`src/rtl/small_alu_issue.sv`:
```
// small_alu_issue: issue/writeback stage around smallALU with a 4x16 register file,
// one-cycle ALU execute and direct load-immediate-low/high writes.
module small_alu_issue #(
  parameter int          CNT_W   = 16,
  parameter logic [15:0] RST_VAL = 16'h0000
) (
  input  logic              clk,
  input  logic              rst_n,
  input  logic [15:0]       instr,
  input  logic              instr_valid,
  output logic              instr_ready,
  input  logic              flush,
  output logic [3:0][15:0]  alu_R,
  output logic [1:0]        alu_sel1,
  output logic [1:0]        alu_sel2,
  output logic              alu_sig,
  output logic              alu_op,
  input  logic [7:0]        alu_out,
  output logic              wb_valid,
  output logic [1:0]        wb_addr,
  output logic [15:0]       wb_data,
  output logic [CNT_W-1:0]  retired
);
  typedef enum logic {IDLE, EXEC} state_t;
  state_t             state_q;
  logic [3:0][15:0]   rf_q;
  logic [1:0]         rd_q, sel1_q, sel2_q, wb_addr_q;
  logic               sig_q, op_q, wb_valid_q;
  logic [15:0]        wb_data_q;
  logic [CNT_W-1:0]   ret_q;
  logic [1:0]         opc, addr_d;
  logic [15:0]        data_d;
  logic               accept, go_d, wr_d, ret_d;
  assign instr_ready = (state_q == IDLE) && !flush;
  assign alu_R       = rf_q;
  assign alu_sel1    = sel1_q;
  assign alu_sel2    = sel2_q;
  assign alu_sig     = sig_q;
  assign alu_op      = op_q;
  assign wb_valid    = wb_valid_q;
  assign wb_addr     = wb_addr_q;
  assign wb_data     = wb_data_q;
  assign retired     = ret_q;
  // EXEC retires the latched ALU op; IDLE retires loads and NOPs on acceptance
  always_comb begin
    opc    = instr[15:14];
    accept = instr_valid && instr_ready;
    go_d   = accept && opc == 2'b00;
    wr_d   = (state_q == EXEC) ? !flush : accept && (opc == 2'b01 || opc == 2'b10);
    ret_d  = wr_d || (accept && opc == 2'b11);
    addr_d = (state_q == EXEC) ? rd_q : instr[11:10];
    data_d = (state_q == EXEC) ? {8'h00, alu_out} :
             (opc == 2'b01)    ? {8'h00, instr[7:0]} : {instr[7:0], rf_q[addr_d][7:0]};
  end
  always_ff @(posedge clk or negedge rst_n) begin
    if (!rst_n) begin
      state_q    <= IDLE;
      rf_q       <= {4{RST_VAL}};
      rd_q       <= '0;
      sel1_q     <= '0;
      sel2_q     <= '0;
      sig_q      <= 1'b0;
      op_q       <= 1'b0;
      wb_valid_q <= 1'b0;
      wb_addr_q  <= '0;
      wb_data_q  <= '0;
      ret_q      <= '0;
    end else begin
      state_q    <= go_d ? EXEC : IDLE;
      wb_valid_q <= wr_d;
      if (wr_d) begin
        rf_q[addr_d] <= data_d;
        wb_addr_q    <= addr_d;
        wb_data_q    <= data_d;
      end
      if (ret_d) ret_q <= ret_q + CNT_W'(1);
      if (go_d) begin
        rd_q   <= instr[11:10];
        sel1_q <= instr[9:8];
        sel2_q <= instr[7:6];
        op_q   <= instr[13];
        sig_q  <= instr[12];
      end
    end
  end
endmodule

```
`config.mk`:
```
export PLATFORM = sky130hd
export DESIGN_NAME = small_alu_issue
export DESIGN_NICKNAME = d
export VERILOG_FILES = /design/src/rtl/small_alu_issue.sv
export SDC_FILE = /design/constraint.sdc
export NUM_CORES = 1
export LEC_CHECK = 0
export ABC_AREA = 1
export BUFFER_PORTS_ARGS = -buffer_cell sky130_fd_sc_hd__buf_4
export CAP_MARGIN = 20
export CORE_MARGIN = 2
export CORE_UTILIZATION = 57
export CTS_CLUSTER_DIAMETER = 200
export DETAILED_ROUTE_END_ITERATION = 6
export GPL_TIMING_DRIVEN = 0
export PLACE_DENSITY_LB_ADDON = 0.05
export SLEW_MARGIN = 25
export SYNTH_ARGS = -nofsm -noshare
export SYNTH_HDL_FRONTEND = slang
export SYNTH_SLANG_ARGS = --single-unit
```
`constraint.sdc`:
```
create_clock -name clk -period 3.4 [get_ports clk]
set_input_delay 0.51 -clock clk [delete_from_list [all_inputs] [get_ports clk]]
set_output_delay 0.51 -clock clk [all_outputs]
set_load 0.02 [all_outputs]
```
# Yosys cells after proc, flatten, opt, wreduce, memory -nomap -nowiden
# Cells that the tools add are included.
[classes]
add_sub_neg = 1
n_lt_le_gt_ge = 2
eq_ne = 3
muxes = 10
n_bitwise = 1
n_reduce_logical = 10
[ops]
columns = ["op", "n"]
rows = [
  ["bitwise mux 64 bit", 1],
  ["two-way mux 16 bit", 3],
  ["binary-select mux 16 bit (select 2 bit)", 1],
  ["demux 16 bit (select 2 bit)", 1],
  ["adder 16 x 1 -> 16 bit (second input constant)", 1],
  ["two-way mux 8 bit", 1],
  ["logical AND 1 bit", 6],
  ["== test 2 bit (second input constant)", 2],
  ["< comparator 2 x 3 -> 1 bit (second input constant)", 1],
  ["== test 2 x 1 -> 1 bit (second input constant)", 1],
  [">= comparator 2 x 1 -> 1 bit (second input constant)", 1],
  ["logical NOT 2 bit", 1],
  ["logical OR 1 bit", 2],
  ["two-way mux 1 bit", 2],
  ["two-way mux 2 bit", 1],
  ["logical NOT 1 bit", 1],
  ["inverter 1 bit", 1],
]
[word_totals]
register_bits = 108
inputBits = 28
out_inout_bits = 106
word_cells = 41

# Longest topological paths before layout
[depth]
word_depth = 6
ltp_mapped = 12
mapped_depth_nobuf = 11

# Least setup slack after synthesis
# OpenSTA, ideal clock, no wires.
[synth_timing]
path_type = "input -> register"
from = "in instr[15]"
to = "reg rf_q, in the netlist alu_R[62]"
t_arrival_ps = 1735
slack_ps = 1541
path_stages = 12
path_buffers = 1
cell_sequence = "inv_1 > ha_1 > nand2_1 > nand2_1 > nand2_2 > inv_2 > nand2_4 > nor2_8 > inv_2 > buf_2 > nand2_1 > o21ai_1"
[synth_between]
elab_chain_len = 4
[synth_rtl]
columns = ["element", "line_no", "rtl"]
rows = [
  ["start, declared", "9", "input logic [15:0] instr,"],
  ["== test 2 x 1 -> 1 bit or == test 2 bit (tied branches)", "49, 53", ""],
  ["two-way mux 16 bit or logical OR 1 bit (tied branches)", "53, 49", ""],
  ["two-way mux 16 bit or logical AND 1 bit (tied branches)", "52, 49", ""],
  ["bitwise mux 64 bit or two-way mux 1 bit (tied branches)", "72, 49", ""],
  ["end signal, assigned", "58", "rf_q <= {4{RST_VAL}};"],
  ["end signal, assigned by index", "72", "rf_q[addr_d] <= data_d;"],
  ["end, declared", "26", "logic [3:0][15:0] rf_q;"],
]
# Several ways; a longest one is shown, not always the timed one.
# A chain may end at the register's enable or synchronous reset.

# Final worst setup path
[layout_timing]
from = "reg state_q"
to = "out instr_ready"
[layout_between]
elab_chain_len = 2
[layout_rtl]
columns = ["element", "line_no", "rtl"]
rows = [
  ["start, declared", "25", "state_t state_q;"],
  ["start signal, assigned", "69", "state_q <= go_d ? EXEC : IDLE;"],
  ["inverter 1 bit", "34", "assign instr_ready = (state_q == IDLE) && !flush;"],
  ["logical AND 1 bit", "34", ""],
  ["end, declared", "11", "output logic instr_ready,"],
]
# No other way between the ends.

==> results.cfg <==
[final_layout]
num_antenna_cells = 0
final_nets = 817
area_delta_synth_final_pct = 26.32
drive_gt1_share_pct = 23.16
design_area_sq_um = 6360
stdcell_count = 898
fillers = 693

[drt]
viasPerCell = 5.312
wl_per_cell_um = 14.92
drc = 0
ant_nets = 0
drt_iter0_drc = 243
num_vias = 4770
drt_wl_total_um = 13400
drt_pass1_iterations = 5

[clocking]
cts_buffers = 9
cts.sinks = 108
clk_path_buf_depth = 2
post_cts_buffers = 0
cts_root_buffer = clkbuf_8
htree_levels = 3
clkTransAtPathRegs_ps = 100
cts_tree = yes
cts.repair.resized = 0
clock_latency_ps = 380
hold_buffers = 0

[sta]
rsz0062_at_grt = no
hold_violations = 0
worst_slew_pin_slew_ps = 836.9
setup_viol = 0
max_freq_mhz = 427.1
final.setup_skew_ps = 13.31
slew_headroom_pct = 44.21
min_period_ps = 2341
min_period_over_period_pct = 68.86
final_max_slew_viol_count = 0
finalWorstSetupSlack_ps = 1059
tns_ps = 0

[worst_setup_path]
crit_path_top_delay_cell = dfrtp_1
cp-end-kind = output pin
reg2regPathDepth = 9
cp_num_cells = 4
crit_arrival_ps = 1830
start_kind = register
path_delay_family = buffers and inverters
cpPeakStageDelay_ps = 470
crit_path_max_fanout = 10
crit_path_start = state_q
reg2reg_to = wb_data[5]
worst_ep_required_time_ps = 2890
rr_startpoint = state_q
r2r_slack_ps = 1450
cp_cell_sequence = buf_2, clkbuf_1, nor2_1, buf_4
crit_path_end = instr_ready
worstSetupPathType = register to output pin
path_buf_inv = 3

[pwr]
swShare_pct = 39.78
seqPwrFrac_pct = 44.3
leakage_nw = 3.598
p_clk_share_pct = 17.5
peakVddDrop_mv = 0.3521
pwr_density_cell_nw_per_um2 = 669.2
p_switching_mw = 1.693
internal-power_mw = 2.563
power_frac_comb_pct = 38.2

[place]
place.gp.congestion = 0.9451
placed_area_sq_um = 6172
portBuffers = 133
dpl.hpwl_um = 9870
place_inst = 882
dpl_worst_slack_ps = 1186

[logic_synthesis]
synth.avg_cell_area_sq_um = 7.855
ys_seq_area_share_pct = 53.68
syn_inst = 641
syn-cell-area_sq_um = 5035
ys_ff_latch = 108
synth_fp_nets = 673
synth_cell_type_count = 27
synth_warnings = 0

[run]
drv_cap = 0

[floorplanning]
io_pins = 134
core_sq_um = 8636
die_h_um = 97.99
num_rows = 34
die_area_sq_um = 9601
fp.dieW_um = 97.99
start_util_pct = 58.30

[run_status]
status = complete, no violations

[grt]
grt_pass1_wl_um = 21780
gr-usage-all-layers_pct = 28.27
grt_pass1_vias = 4468
overflow = 0
antenna_found_initial = 0
grt_max_degree = 109

[worst_hold_path]
hold_path_class = input pin to async pin
[routing by layer]
metal,routed length (um),global-route usage (%)
met5,0,0
met4,205,8.654
met3,1060,3.794
met2,6398,45.15
met1,5733,40.82
[kinds of logic after synthesis]
logic type / Yosys count / synth area share (%)
and+or+nand+nor: 410 / 34.00
DFF: 108 / 53.68
buffers and inverters: 76 / 6.163
AOI/OAI and AO/OA: 31 / 3.081
xor gates and xnor gates: 12 / 2.087
adders and majority gates: 4 / 0.9941
[final cells by class]
class	count	area (sq um)	area share, %
Sequential cell	108	2703	42.49
Multi-Input combinational cell	457	2022	31.79
Timing Repair Buffer	133	1005	15.80
Inverter	56	210.2	3.305
Clock buffer	10	137.6	2.164
Tap cell	108	135.1	2.125
Buffer	20	100.1	1.574
Clock inverter	6	47.55	0.7476
[layout by cell type, fill, tap and decap left out, drive strengths merged]
master and instances:
ha 4, xor2 10, nand3 55, nor3b 1, dfrtp 108, clkinvlp 1
clkbuf 17, o21ai 22, nor3 9, inv 58, nand2 316, nand4 5
a21oi 9, nand3b 1, buf 146, xnor2 2, clkinv 3, nor2 23
[power groups by stage]
stage | sequential (mW) | clock [mW] | combinational, mW
floorplan | 2.25 | 0 | 0.511
global placement | 1.89 | 0 | 1.59
detailed placement | 1.90 | 0 | 1.63
CTS | 1.88 | 0.743 | 1.64
global route | 1.93 | 0.791 | 1.77
finish | 1.89 | 0.743 | 1.63
[synthesized netlist by cell type]
| cell type | number | area, sq um |
|---|---|---|
| xor2_1 | 10 | 87.58 |
| nand3b_1 | 1 | 7.510 |
| a21oi_1 | 9 | 45.04 |
| nand2_2 | 6 | 37.54 |
| o21ai_1 | 1 | 5.000 |
| o21ai_0 | 21 | 105.1 |
| nor2_8 | 1 | 20.02 |
| ha_1 | 4 | 50.05 |
| nor2_2 | 1 | 6.260 |
| inv_1 | 48 | 180.2 |
| nor3_1 | 8 | 40.04 |
| nand2_4 | 1 | 11.26 |
| nand3_1 | 55 | 275.3 |
| inv_2 | 8 | 30.03 |
| buf_4 | 1 | 7.510 |
| nor2_1 | 19 | 71.32 |
| clkbuf_1 | 6 | 22.52 |
| nor2_4 | 2 | 22.52 |
| nand2_1 | 309 | 1160 |
| buf_6 | 1 | 11.26 |
| dfrtp_1 | 108 | 2703 |
| buf_2 | 11 | 55.05 |
| nand4_1 | 5 | 31.28 |
| nor3b_2 | 1 | 12.51 |
| buf_1 | 1 | 3.750 |
| xnor2_1 | 2 | 17.52 |
| nor3_4 | 1 | 16.27 |
[metrics by stage]
step	hold slack [ps]	utilization, %	total power [mW]
2_1_floorplan	214.4	-	2.765
3_3_place_gp	455.7	71.43	3.483
3_5_place_dp	460.3	71.47	3.530
4_1_cts	293.5	73.62	4.257
5_1_grt	309.0	73.65	4.484
6_report	230.5	73.65	4.256
[registers in the layout, indices dropped and copies added, names as in the netlist, 2 cells and up]
name / count
alu_sel1: 2
wb_data: 16
wb_addr: 2
retired: 16
rd_q: 2
alu_sel2: 2
alu_R: 64
[worst min path at each step]
stage	to	slack [ps]
after floorplan	alu_R[0]	210
after global placement	alu_R[9]	460
after detailed placement	alu_R[31]	460
after CTS	alu_R[45]	290
after global routing	alu_R[45]	310
final	alu_R[41]	230
Note: power is estimated with default switching activity, not from simulation.
